==> config.mk <==
export PLATFORM = sky130hd
export DESIGN_NAME = cnn_conv_controller
export DESIGN_NICKNAME = d
export VERILOG_FILES = /design/src/rtl/cnn_conv_controller.sv
export SDC_FILE = /design/constraint.sdc
export NUM_CORES = 1
export LEC_CHECK = 0
export CAP_MARGIN = 20
export CORE_ASPECT_RATIO = 1.2
export CORE_MARGIN = 3
export CORE_UTILIZATION = 41
export CTS_CLUSTER_DIAMETER = 200
export DETAILED_ROUTE_END_ITERATION = 8
export GPL_TIMING_DRIVEN = 0
export PLACE_DENSITY_LB_ADDON = 0.3
export SYNTH_ARGS = -nofsm -noshare
export SYNTH_HDL_FRONTEND = slang
export SYNTH_SLANG_ARGS = --single-unit
==> constraint.sdc <==
create_clock -name clk -period 2.5 [get_ports clk]
set_input_delay 0.5 -clock clk [delete_from_list [all_inputs] [get_ports clk]]
set_output_delay 0.5 -clock clk [all_outputs]
set_load 0.01 [all_outputs]
==> src/rtl/cnn_conv_controller.sv <==
// Sequencer for the CNN convolution datapath: loads the filters, fills the
// row buffer, then runs one 16-cycle MAC per 4x4 window and stores each
// result. All datapath controls are Moore decodes of the state register,
// plus the kernel index for the filter-buffer write select.
//
// Handshake: start is a level that is only looked at in IDLE. Once accepted,
// busy stays high until the run ends. done is a single-cycle pulse in the
// last busy cycle. busy drops on the following cycle. A start that is still
// high at that point begins a new run from INIT.
module cnn_conv_controller #(
   parameter int KERNEL_COUNT = 4,
   parameter int AW           = $clog2(16*KERNEL_COUNT+256),
   parameter int ZW           = $clog2(172)
) (
   input  logic                    clk,
   input  logic                    rst,
   input  logic                    start,
   input  logic                    cout_filter_write_index,
   input  logic                    cout_mac_index,
   input  logic                    cout_buff_write_index,
   input  logic                    cout_buff_read_index,
   output logic                    load_x,
   output logic                    sel_x,
   output logic                    load_y,
   output logic                    sel_y,
   output logic                    load_z,
   output logic                    sel_z,
   output logic [AW-1:0]           x_inp,
   output logic [AW-1:0]           y_inp,
   output logic [ZW-1:0]           z_inp,
   output logic                    mem_addr_sel,
   output logic                    write_buff_counter_en,
   output logic                    read_buff_counter_en,
   output logic                    shift_buff,
   output logic                    write_buff_en,
   output logic                    write_filter_buff_counter_en,
   output logic                    read_filter_buff_counter_en,
   output logic [KERNEL_COUNT-1:0] write_filter_buff_en,
   output logic                    write_window_buff_en,
   output logic                    partial_res_en,
   output logic                    clear_mac,
   output logic                    shift_reg_en,
   output logic                    mem_write_en,
   output logic                    finalize_shift_reg,
   output logic                    done,
   output logic                    busy,
   output logic [3:0]              dbg_state_o
);

   localparam int KW = (KERNEL_COUNT > 1) ? $clog2(KERNEL_COUNT) : 1;

   typedef enum logic [3:0] {
      S_IDLE    = 4'd0,
      S_INIT    = 4'd1,
      S_F_ADDR  = 4'd2,
      S_F_WR    = 4'd3,
      S_R_SHIFT = 4'd4,
      S_R_ADDR  = 4'd5,
      S_R_WR    = 4'd6,
      S_WIN     = 4'd7,
      S_MAC     = 4'd8,
      S_STORE   = 4'd9,
      S_CLR     = 4'd10,
      S_FIN     = 4'd11,
      S_DONE    = 4'd12
   } state_t;

   state_t          state_q, state_d;
   logic [KW-1:0]   kernel_q, kernel_d;   // filter currently being loaded
   logic [3:0]      row_q, row_d;         // window row, 0..12
   logic [2:0]      pend_q, pend_d;       // image rows still to load before next window

   // State and sequencing registers, cleared asynchronously.
   always_ff @(posedge clk or negedge rst) begin
      if (!rst) begin
         state_q  <= S_IDLE;
         kernel_q <= '0;
         row_q    <= '0;
         pend_q   <= '0;
      end else begin
         state_q  <= state_d;
         kernel_q <= kernel_d;
         row_q    <= row_d;
         pend_q   <= pend_d;
      end
   end

   // Next-state logic; counter terminal flags are checked in listed priority.
   always_comb begin
      state_d  = state_q;
      kernel_d = kernel_q;
      row_d    = row_q;
      pend_d   = pend_q;
      case (state_q)
         S_IDLE:    if (start) state_d = S_INIT;
         S_INIT: begin
            kernel_d = '0;
            row_d    = '0;
            pend_d   = '0;
            state_d  = S_F_ADDR;
         end
         S_F_ADDR:  state_d = S_F_WR;
         S_F_WR: begin
            if (!cout_filter_write_index) begin
               state_d = S_F_ADDR;
            end else if (kernel_q == KW'(KERNEL_COUNT-1)) begin
               pend_d  = 3'd4;
               state_d = S_R_SHIFT;
            end else begin
               kernel_d = kernel_q + 1'b1;
               state_d  = S_F_ADDR;
            end
         end
         S_R_SHIFT: state_d = S_R_ADDR;
         S_R_ADDR:  state_d = S_R_WR;
         S_R_WR: begin
            if (!cout_buff_write_index) begin
               state_d = S_R_ADDR;
            end else begin
               pend_d  = pend_q - 3'd1;
               state_d = (pend_q == 3'd1) ? S_WIN : S_R_SHIFT;
            end
         end
         S_WIN:     state_d = S_MAC;
         S_MAC:     if (cout_mac_index) state_d = S_STORE;
         S_STORE:   state_d = S_CLR;
         S_CLR: begin
            if (!cout_buff_read_index) begin
               state_d = S_WIN;
            end else if (row_q == 4'd12) begin
               state_d = S_FIN;
            end else begin
               row_d   = row_q + 4'd1;
               pend_d  = 3'd1;
               state_d = S_R_SHIFT;
            end
         end
         S_FIN:     state_d = S_DONE;
         S_DONE:    state_d = S_IDLE;
         default:   state_d = S_IDLE;
      endcase
   end

   // Moore output decode; every control is low unless its state raises it.
   always_comb begin
      load_x                       = 1'b0;
      sel_x                        = 1'b0;
      load_y                       = 1'b0;
      sel_y                        = 1'b0;
      load_z                       = 1'b0;
      sel_z                        = 1'b0;
      x_inp                        = '0;
      y_inp                        = '0;
      z_inp                        = '0;
      mem_addr_sel                 = 1'b0;
      write_buff_counter_en        = 1'b0;
      read_buff_counter_en         = 1'b0;
      shift_buff                   = 1'b0;
      write_buff_en                = 1'b0;
      write_filter_buff_counter_en = 1'b0;
      read_filter_buff_counter_en  = 1'b0;
      write_filter_buff_en         = '0;
      write_window_buff_en         = 1'b0;
      partial_res_en               = 1'b0;
      clear_mac                    = 1'b0;
      shift_reg_en                 = 1'b0;
      mem_write_en                 = 1'b0;
      finalize_shift_reg           = 1'b0;
      done                         = 1'b0;
      busy                         = (state_q != S_IDLE);
      case (state_q)
         S_INIT: begin
            load_x    = 1'b1;
            x_inp     = AW'(16*KERNEL_COUNT);
            load_y    = 1'b1;
            load_z    = 1'b1;
            clear_mac = 1'b1;
         end
         S_F_ADDR:  mem_addr_sel = 1'b1;
         S_F_WR: begin
            mem_addr_sel                 = 1'b1;
            write_filter_buff_en         = KERNEL_COUNT'(1) << kernel_q;
            write_filter_buff_counter_en = 1'b1;
            load_y                       = 1'b1;
            sel_y                        = 1'b1;
         end
         S_R_SHIFT: shift_buff = 1'b1;
         S_R_WR: begin
            write_buff_en         = 1'b1;
            write_buff_counter_en = 1'b1;
            load_x                = 1'b1;
            sel_x                 = 1'b1;
         end
         S_WIN:     write_window_buff_en = 1'b1;
         S_MAC: begin
            partial_res_en              = 1'b1;
            read_filter_buff_counter_en = 1'b1;
         end
         S_STORE: begin
            shift_reg_en = 1'b1;
            mem_write_en = 1'b1;
            load_z       = 1'b1;
            sel_z        = 1'b1;
         end
         S_CLR: begin
            clear_mac            = 1'b1;
            read_buff_counter_en = 1'b1;
         end
         S_FIN:     finalize_shift_reg = 1'b1;
         S_DONE:    done = 1'b1;
         default: ;
      endcase
   end

   assign dbg_state_o = state_q;

endmodule

==> results.toml <==
[synth]
synth_cell_types = 44
synthesis.area_um2 = 1260
synth_area_leaders = "dfrtp_1 26%, buf_4 18%, ha_1 7.9%"
yosysSeqAreaShare = 0.258
synthArstFlopShare = 1.00
syn_avg_cell_area_um2 = 8.09
synth_top_cell_area_share = 0.258
synth_seq_cells = 13
synth-edff-count = 0
syn_inst = 156
yosysTopAreaCell = "dfrtp_1"
yosysWarnings = 0
ys.flop_type = "dfrtp_1"

[clock_network]
cts.htree.levels = 1
clock_sinks = 13
cts_root_buf = "clkbuf_4"
postCtsHoldBufs = 0
numCtsBuffers = 3
path_clk_slew_ns = 0.07
cts_tree = "built"
ctsLongestPathBuffers = 2
clock_latency_ns = 0.27

[timing]
setup_viol = 0
timing.final.crit_share = 0.993
fmax_mhz = 403
rsz0062_at_grt = "yes"
max_slew.worst_pin.slew_ns = 0.614
setup_tns_ns = 0
finalCriticalPeriod_ns = 2.48
slew_headroom = 0.589
fin_skew_ns = 0.00387
finalMaxSlewViolations = 0
finalHoldViolations = 0

[final_layout]
syn_to_final_growth_pct = 43.2
layout.filler_cells = 261
final_cells = 253
layout-drive-gt1-share = 0.247
layout_commonest_cell = "clkdlybuf4s50_1"
layout_common_cells = "34 x clkdlybuf4s50_1, 33 x buf_4, 25 x conb_1"
fin_nets = 235
diodes = 0

[floorplanning]
core_um2 = 2860
fp.dieH_um = 66.8
die_w_um = 56.7
start_util = 0.441
io_pins = 62
die_area_um2 = 3780
rows = 21

[setup_path]
cp_data_arrival_time_ns = 1.98
crit_chain = "nand2b_1, or3_4, clkinv_2, buf_4, clkdlybuf4s50_1"
critPathSlowestCell = "clkdlybuf4s50_1"
critPathMaxFanout = 5
crit_family = "buffers and inverters"
path_class = "reg -> out"
critPathCaptureType = "output port"
required_ns = 2.00
start_kind = "register"
critPathBufInv = 3
critPathMaxStageDelay_ns = 0.52

[placement]
dp.cells = 249
hpwl_um = 2260
port_buffers = 35
gp_congestion = 0.762

[routing]
drc = 0
ant_nets = 0
drtIter0Drc = 16
wirelength_um = 2830
vias = 1199
wl_per_cell_um = 11.2
firstDrtPassIters = 4
vias_per_cell = 4.74

[power_and_ir_drop]
peakVddDrop_mv = 0.512
power_density_nw_per_um2 = 919
total_power_mw = 1.66
leakage_nw = 0.864

[global_route]
overflow = 0
grt_pass1_wl_um = 4600
grt_max_degree = 14
antenna_found_initial = 0
gr-usage-all-layers = 0.150
first_global_vias = 1089

[status]
status = "finished clean"

[min_path]
hold_class = "reg -> reg"

[job]
maxCapViolCount = 0
[registers in the layout, summed over array words and instances (netlist names)]
name	count
pend_q	3
kernel_q	2
dbg_state_o	4
row_q	4
[final cells by class]
type | instances | area, um2 | area share
flip-flops and latches | 13 | 325 | 0.180
clock buffers | 4 | 26.3 | 0.0145
repair buffers | 35 | 349 | 0.193
multi-input cells | 116 | 737 | 0.408
well taps | 34 | 42.5 | 0.0235
plain buffers | 38 | 278 | 0.154
inverters | 13 | 50.0 | 0.0277
[layer usage]
metal	global-route usage	wire [um]
met4	0.0445	29
met3	0.0252	211
met2	0.273	1420
met5	0	0
met1	0.179	1170
[synthesized netlist by cell type, drive strengths merged (2+ instances only)]
master,n
a22o,3
and2,4
ha,8
nand2b,3
a21oi,8
buf,36
nor2,9
o22ai,3
nand4,3
o21ai,8
mux2,2
dfrtp,13
nor3,6
nand2,11
clkbuf,2
inv,12
nand3,3
[what timing repair did]
| item | 4_1_cts | 5_1_grt |
|---|---|---|
| resized for setup | 5 | 9 |
| setup buffers | 0 | 0 |
| hold endpoints to repair | 0 | 0 |
| endpoints found under the setup margin | 8 | 13 |
[where the power goes]
group	total (mW)	internal [mW]	switching, mW
registers	0.318	0.270	0.0476
clock network	0.128	0.0618	0.0663
logic	1.22	0.606	0.610
[worst paths after layout]
kind                                    endpoint  cells after the start            from  slack (ns)
hold / removal                          row_q[2]                      1        row_q[2]        0.55
setup / recovery           write_buff_counter_en                      5  dbg_state_o[3]        0.02
hold reg to reg                         row_q[2]                      1        row_q[2]        0.55
min in group asynchronous               row_q[0]                      1             rst        0.61
max in group asynchronous               row_q[2]                      1             rst        1.49
setup reg to reg                       pend_q[2]                      6  dbg_state_o[3]        0.60
[stage by stage]
stage	setup WS, ns	utilization	hold slack [ns]	area (um2)
6_report	0.0167	0.631	0.554	1810
5_1_grt	-0.0666	0.631	0.582	1810
4_1_cts	0.0168	0.624	0.552	1790
3_5_place_dp	0.144	0.609	0.534	1750
3_3_place_gp	0.108	0.609	0.525	1750
2_1_floorplan	0.650	-	0.204	1350
[logic make-up after synthesis]
family          after synthesis  share of synthesized area
fa+ha+maj                     8                     0.0793
flops                        13                      0.258
other cells                   1                    0.00297
compound gates               31                      0.167
mux                           3                     0.0258
simple gates                 47                      0.199
buf+inv                      51                      0.255
xor+xnor                      2                     0.0139
Power figures use the tool's default switching activity.
